File: src/rtl/stream_feed_ctl.sv
`default_nettype none
// ============================================================================
// Module   : stream_feed_ctl
// Purpose  : Byte feeder between a stream memory and a downstream decoder.
//            Fetches one byte at a time, holds it until the decoder accepts
//            it, and supports seeking. A seek flushes the in-flight byte and
//            holds the decoder in reset for FLUSH_CYC cycles.
// Revision : 1.0 - initial release
// ----------------------------------------------------------------------------
// Parameters
//   ADDR_W        byte-address width of the stream memory
//   FLUSH_CYC     decoder reset hold time on seek and after reset (4..255)
// Ports
//   sys_clk       system clock, rising edge
//   rst           synchronous, active-low reset
//   run           1 = keep feeding, 0 = stop after the current byte
//   stream_len    number of valid bytes in the stream
//   seek_req      single-cycle jump request, with seek_addr
//   seek_addr     target byte index for the jump
//   mem_rd        one-cycle read strobe to stream memory, with mem_addr
//   mem_addr      read byte address
//   mem_dta       read data, qualified by mem_dta_valid
//   mem_dta_valid read data valid, one per mem_rd
//   busy          decoder backpressure
//   stream_data   byte to the decoder, qualified by stream_valid
//   stream_valid  byte strobe to the decoder
//   dec_rst_n     active-low decoder reset
//   byte_index    index of the next byte to fetch
//   eos           end of stream reached
//   seek_ack      one-cycle pulse when a seek completes
// ============================================================================
module stream_feed_ctl #(
  parameter int ADDR_W    = 23,
  parameter int FLUSH_CYC = 16
) (
  input  logic              sys_clk,
  input  logic              rst,
  input  logic              run,
  input  logic [ADDR_W-1:0] stream_len,
  input  logic              seek_req,
  input  logic [ADDR_W-1:0] seek_addr,
  output logic              mem_rd,
  output logic [ADDR_W-1:0] mem_addr,
  input  logic [7:0]        mem_dta,
  input  logic              mem_dta_valid,
  input  logic              busy,
  output logic [7:0]        stream_data,
  output logic              stream_valid,
  output logic              dec_rst_n,
  output logic [ADDR_W-1:0] byte_index,
  output logic              eos,
  output logic              seek_ack
);

  typedef enum logic [2:0] {
    IDLE    = 3'd0,
    FETCH   = 3'd1,
    WAIT    = 3'd2,
    PRESENT = 3'd3,
    FLUSH   = 3'd4,
    EOS     = 3'd5
  } state_t;

  localparam logic [7:0]        CNT_LAST = 8'(FLUSH_CYC - 1);
  localparam logic [ADDR_W-1:0] IDX_ONE  = {{(ADDR_W-1){1'b0}}, 1'b1};

  state_t            state;
  state_t            state_nxt;
  logic [ADDR_W-1:0] len_q;     // stream_len as sampled on leaving IDLE / seek
  logic [ADDR_W-1:0] idx_inc;
  logic [7:0]        hold;      // fetched byte awaiting the decoder
  logic [7:0]        cnt;       // flush / post-reset decoder-reset timer
  logic              init_done; // post-reset decoder reset has elapsed
  logic              seek_take;
  logic              handoff;
  logic              cnt_done;

  assign idx_inc     = byte_index + IDX_ONE;
  assign cnt_done    = (cnt == CNT_LAST);
  assign stream_data = hold;

  // A seek is honoured everywhere except while a flush is already running.
  assign seek_take = seek_req && (state != FLUSH);

  // --------------------------------------------------------------------------
  // Next state and outputs
  // --------------------------------------------------------------------------
  always_comb begin
    state_nxt    = state;
    handoff      = 1'b0;
    mem_rd       = 1'b0;
    mem_addr     = '0;
    stream_valid = 1'b0;
    eos          = 1'b0;
    seek_ack     = 1'b0;
    dec_rst_n    = init_done && (state != FLUSH);

    case (state)
      IDLE: begin
        // No fetch until the decoder has come out of its post-reset hold.
        if (init_done && run) begin
          state_nxt = (byte_index < stream_len) ? FETCH : EOS;
        end
      end
      FETCH: begin
        mem_rd    = 1'b1;
        mem_addr  = byte_index;
        state_nxt = WAIT;
      end
      WAIT: begin
        if (mem_dta_valid) begin
          state_nxt = PRESENT;
        end
      end
      PRESENT: begin
        // A coincident seek wins: the held byte is dropped, not presented.
        if (!busy && !seek_req) begin
          handoff      = 1'b1;
          stream_valid = 1'b1;
          if (idx_inc >= len_q) begin
            state_nxt = EOS;
          end else if (run) begin
            state_nxt = FETCH;
          end else begin
            state_nxt = IDLE;
          end
        end
      end
      FLUSH: begin
        // Any read data returning here belongs to an abandoned fetch.
        if (cnt_done) begin
          seek_ack = 1'b1;
          if (!run) begin
            state_nxt = IDLE;
          end else if (byte_index >= len_q) begin
            state_nxt = EOS;
          end else begin
            state_nxt = FETCH;
          end
        end
      end
      EOS: begin
        eos = 1'b1;
      end
      default: begin
        state_nxt = IDLE;
      end
    endcase

    if (seek_take) begin
      state_nxt = FLUSH;
    end
  end

  // --------------------------------------------------------------------------
  // State, index and data registers
  // --------------------------------------------------------------------------
  always_ff @(posedge sys_clk) begin
    if (!rst) begin
      state      <= IDLE;
      byte_index <= '0;
      len_q      <= '0;
      hold       <= '0;
      cnt        <= '0;
      init_done  <= 1'b0;
    end else begin
      state <= state_nxt;

      if (seek_take) begin
        byte_index <= seek_addr;
        len_q      <= stream_len;
      end else begin
        if (handoff) begin
          byte_index <= idx_inc;
        end
        if ((state == IDLE) && (state_nxt != IDLE)) begin
          len_q <= stream_len;
        end
      end

      if ((state == WAIT) && mem_dta_valid && !seek_take) begin
        hold <= mem_dta;
      end

      // One timer serves both the post-reset decoder hold and seek flushes.
      if (seek_take) begin
        cnt <= '0;
      end else if (state == FLUSH) begin
        if (cnt_done) begin
          cnt       <= '0;
          init_done <= 1'b1;
        end else begin
          cnt <= cnt + 8'd1;
        end
      end else if (!init_done) begin
        if (cnt_done) begin
          init_done <= 1'b1;
        end else begin
          cnt <= cnt + 8'd1;
        end
      end
    end
  end

endmodule
`default_nettype wire
File: config.mk
export PLATFORM = sky130hd
export DESIGN_NAME = stream_feed_ctl
export DESIGN_NICKNAME = d
export VERILOG_FILES = /design/src/rtl/stream_feed_ctl.sv
export SDC_FILE = /design/constraint.sdc
export NUM_CORES = 1
export LEC_CHECK = 0
export ABC_AREA = 1
export CAP_MARGIN = 30
export CORE_UTILIZATION = 53
export CTS_BUF_LIST = sky130_fd_sc_hd__clkbuf_4 sky130_fd_sc_hd__clkbuf_8
export DETAILED_ROUTE_END_ITERATION = 16
export PLACE_DENSITY = 0.82
export SYNTH_ARGS = -nofsm -noshare
export SYNTH_HDL_FRONTEND = slang
export SYNTH_SLANG_ARGS = --single-unit
File: constraint.sdc
create_clock -name sys_clk -period 5.32 [get_ports sys_clk]
set_clock_uncertainty 0.15 [all_clocks]
set_input_delay 1.064 -clock sys_clk [delete_from_list [all_inputs] [get_ports sys_clk]]
set_output_delay 1.064 -clock sys_clk [all_outputs]
set_load 0.005 [all_outputs]
# Word-level counts from Yosys, hierarchy flattened
# Cells that the tools add are included.
# totals
reg_bits	66
inputBits	60
wordCells	69
# op_classes
n_addsub	2
order_cmp	3
eq_ne	10
muxes	29
n_bitwise	2
n_reduce_logical	17
# op_table
op	n
2-to-1 mux 23 bit	5
greater-or-equal comparator 23 bit	2
2-to-1 mux 8 bit	4
2-to-1 mux 3 bit	9
adder 23 x 1 -> 23 bit (second input constant)	1
< comparator 23 bit	1
one-hot mux 3 bit (6 select lines)	1
2-to-1 mux 1 bit	10
adder 8 x 1 -> 8 bit (second input constant)	1
== test 8 x 4 -> 1 bit (second input constant)	1
logical AND 1 bit	7
== test 3 x 2 -> 1 bit (second input constant)	2
== test 3 bit (second input constant)	2
!= test 2 x 1 -> 1 bit (second input constant)	2
AND reduction 2 bit	2
nonzero test 2 bit	2
== test 3 x 1 -> 1 bit (second input constant)	1
zero test 1 bit	3
zero test 3 bit	1
!= test 3 bit (second input constant)	1
nonzero test 3 bit	1
!= test 2 bit (second input constant)	1
NOT 1 bit	2
OR reduction 2 bit	1

# Longest topological paths before layout
# depth
ltp_word	10
mapped_depth	31
depth_no_buf	30

# Worst setup path before layout
# Ideal clock, no wire load.
# synth_path
path_type	reg2reg
startpoint	reg byte_index[1]
endpoint	reg len_q[6]
arrival_time_ns	3.546
required_time_ns	5.055
slack_ns	1.509
stages_incl_launch_ff	29
path_buffers	1
cell_sequence	dfxtp_1 > ha_1 > nand2_1 > nor2_2 > nand2_2 > nor2_4 > nand4_4 > nor2_4 > nand2_2 > nor2_4 > nand4_2 > nor2_1 > nor2_1 > or2_1 > ha_1 > a21oi_1 > o21a_1 > nand2_1 > a21oi_1 > nand2_1 > a21oi_1 > nand2_1 > nor2_1 > nand2_1 > nand2_2 > buf_2 > nand3_1 > nand2_1 > nor2_1
# synth_via
elab_chain_cells	9
elab_cells_between_ends	16
cone_classes	1 x add/sub; 3 x order compare; 9 x mux; 3 x reduce/logical
# synth_lines
item	line_no	rtl
start: declaration	50	output logic [ADDR_W-1:0] byte_index,
start signal: assignment	170	byte_index <= seek_addr;
start signal: assignment	174	byte_index <= idx_inc;
adder 23 x 1 -> 23 bit or greater-or-equal comparator 23 bit (tied branches)	78, 135	
greater-or-equal comparator 23 bit or 2-to-1 mux 3 bit (tied branches)	120, 135	
2-to-1 mux 3 bit, on equally long branches	120, 133	
2-to-1 mux 3 bit, on equally long branches	117, 131	
one-hot mux 3 bit (6 select lines) *	98	case (state)
2-to-1 mux 3 bit *	150	if (seek_take) begin
nonzero test 3 bit *	176	if ((state == IDLE) && (state_nxt != IDLE)) begin
logical AND 1 bit *	176	
nonzero test 2 bit (no line) *	-	
end signal: assignment	171	len_q <= stream_len;
end signal: assignment	177	len_q <= stream_len;
end: declaration	69	logic [ADDR_W-1:0] len_q;
# Every way passes the cells marked *; elsewhere a longest branch is shown, timed or not.
# A chain may end at the register's enable or synchronous reset.

# Worst setup path in the final report
# layout_path
startpoint	reg byte_index[1]
endpoint	reg len_q[20]
# The elaborated chain is that of the path after synthesis.

==> impl_results.md <==
* Ant. Diodes at 0
* Register area share after synthesis at about a quarter
* Clock tree sinks at 66
* F_max at approximately 210 MHz
* Pre-CTS worst setup slack at 0.6959 ns
* Routed len/inst at 13.55 µm
* Global-route wire length before repair at 24010 µm
* Setup Total Neg Slack at 0 ns
* Post-route cell area at just under 7000 µm²
* Share of layout cells above drive strength 1 at 4.947%
* Post-synth net total at 965
* Vias/cell at slightly above 5
* Post_cts resized at 0
* Ports at between 100 and 150
* Layout area overhead at 27.49%
* Clock-pin slew on the worst setup and hold paths at about 0.08 ns
* Hold buffers post-CTS at 0
* Final period utilization at 89.09%
* RSZ-0062 raised after global routing: false
* Yosys warns at 0
* Highest routed layer: met4
* Setup WS post-layout at 0.5804 ns
* Synth top area cells: dfxtp_1, ha_1, nand2_1, inv_1, nor2_1
* HPWL after DPL at 10810 µm
* Max-slew headroom at 39.42%
* Combined area of all synthesized cells at between 5000 and 6000 µm²
* CP max stage delay at 0.63 ns
* Top cell type's share of synthesized area at between 20% and 30%
* Slew Limit Fails at 0
* Status: completed
* Cell count after synthesis at ~840
* Count leader, synth: nand2_1
* Min-Delay Path Class: reg -> reg
* Via count at roughly 5600
* Initial antenna violation count at 0
* Post-Place Cells at 1067
* Post-Route WL at 14680 µm
* Synth Flop Type: dfxtp_1
* Core Area at between 9000 and 10000 µm²
* Lkg Pwr at 3.323 nW
* Post-DP Area at 6596 µm²
* Chip height at 102.5 µm
* GRT Total Usage at 29.15%
* Worst setup SP type: flip-flop
* Avg Cell Area, Syn at between 6 and 7 µm²
* Share of synthesized registers carrying an async set or reset at 0%
* Final Critical Period at 4.740 ns
* Die width at roughly 100 µm
* Distinct cells, synth at between 40 and 50
* Routed wl met2 at 6987 µm
* Number of fill cells in the layout at 858
* Final setup viols at 0
* Largest net degree at the start of global routing at 52
* Worst Path Required at around 5.4 ns
* Most frequent CP cell: nand2_1
* Critical path class: reg -> reg
* Row count at 36
* Power density over the cells at between 200 and 250 nW/µm²
* Synth area leader: dfxtp_1
* Met3 wire length at 931 µm
* Number of global-route vias before repair at between 5000 and 6000
* Die ar. at 10510 µm²
* CTS max path bufs at 2
* CTS tree: done
* Yosys reg bits at 66
* EDFF count, synth at 0
* # Post-CTS Setup Buffers at 0
* Worst IR Drop VDD at 0.1314 mV
* Wire length on met1 at 6440 µm
* I/O Buffers at 118
* Clock Latency Late Sink at roughly 0.35 ns
* Hold slack at 0.3410 ns
* Routability cong. at approximately 0.86
* Residual DRC count at 0
* Cell with the largest stage delay on the worst path: nand2_2
* Final ANT Viol Nets at 0
* Finished Layout Cells at roughly 1100
* Synth cell count leaders: nand2_1, inv_1, nor2_1, ha_1, dfxtp_1
* First DRT Iteration DRCs at 278
* CP max FO at 46
* Worst Tran Pin Value at 0.9077 ns
* DR pass1 iterations at 5
* Max H-tree Level at 3
* Hold Vio Cnt, Final at 0
* Clock Tree Root: clkbuf_8
* CP arrival at 4.83 ns
* Num CTS Buffers at 9
* # nets final at 1075
* Crit end category: flip-flop
* Max-cap viol count at 0
* GRT overflow at 0
* Initial core utilization at 54.76%
per-layer routing:
layer  up-vias  track usage (%)
li1       2882                -
met1      2451            36.14
met2       188            49.95
met3        31            5.898
met4         0            10.55
met5         -                0
kinds of logic (layout without fill, tap and decap cells):
group / after synthesis / after routing / share of synthesized area (%)
DFF: 66 / 66 / 24.68
and+or+nand+nor: 403 / 403 / 31.86
AOI/OAI and AO/OA: 121 / 121 / 12.46
buffers and inverters: 160 / 275 / 12.18
adders and majority gates: 70 / 70 / 16.36
xor gates and xnor gates: 15 / 15 / 2.454
cell type report:
| cell class | count | area (µm²) | share of cell area [%] |
|---|---|---|---|
| timing repair buffer | 122 | 1211 | 17.75 |
| clock inverter | 6 | 90.09 | 1.320 |
| multi-input combinational | 609 | 3382 | 49.56 |
| clock buffer | 10 | 137.6 | 2.017 |
| inverter | 137 | 515.5 | 7.554 |
| sequential | 66 | 1321 | 19.36 |
| tap | 133 | 166.4 | 2.439 |
stage by stage:
| stage | utilization [%] | power, mW |
|---|---|---|
| after floorplan | - | 0.8448 |
| after CTS | 69.82 | 1.479 |
| final | 69.82 | 1.473 |
| after detailed placement | 67.49 | 0.9885 |
| after global placement | 67.49 | 0.9787 |
| after global routing | 69.82 | 1.566 |
path summary, 6_finish.rpt:
kind | from | to | slack (ns) | cells after the start
hold / removal | cnt[1] | cnt[1] | 0.34 | 2
setup / recovery | byte_index[1] | len_q[20] | 0.58 | 30
hold reg to reg | cnt[1] | cnt[1] | 0.34 | 2
setup reg to reg | byte_index[1] | len_q[20] | 0.58 | 30
flip-flops by register name, indices dropped and copies added, names as in the netlist:
signal	cells
stream_data	8
init_done	1
cnt	8
byte_index	23
state	3
len_q	23
report_power, final:
part,internal [mW],switching (mW),total (mW)
logic,0.183,0.242,0.425
clock network,0.277,0.212,0.489
registers,0.526,0.0327,0.559
worst max-delay path, delay by kind of cell, from the launching register on:
family,cells,cell delay [ns]
AO/OA/AOI/OAI,1,0.14
AND/OR/NAND/NOR,27,3.33
adder cells (fa/ha/maj),2,0.54
flip-flops,1,0.47
placed cells by master (no fill, tap or decap), types with 5 or more instances in the layout:
cell	n
nor2_1	122
nor3_1	5
inv_2	7
inv_1	128
ha_1	70
xor2_1	15
nand4_1	6
a31oi_1	18
nand2_1	213
clkbuf_8	10
o21ai_0	23
nand3_1	34
dfxtp_1	66
clkdlybuf4s50_1	118
a21oi_1	62
(Power assumes the default switching activity.)
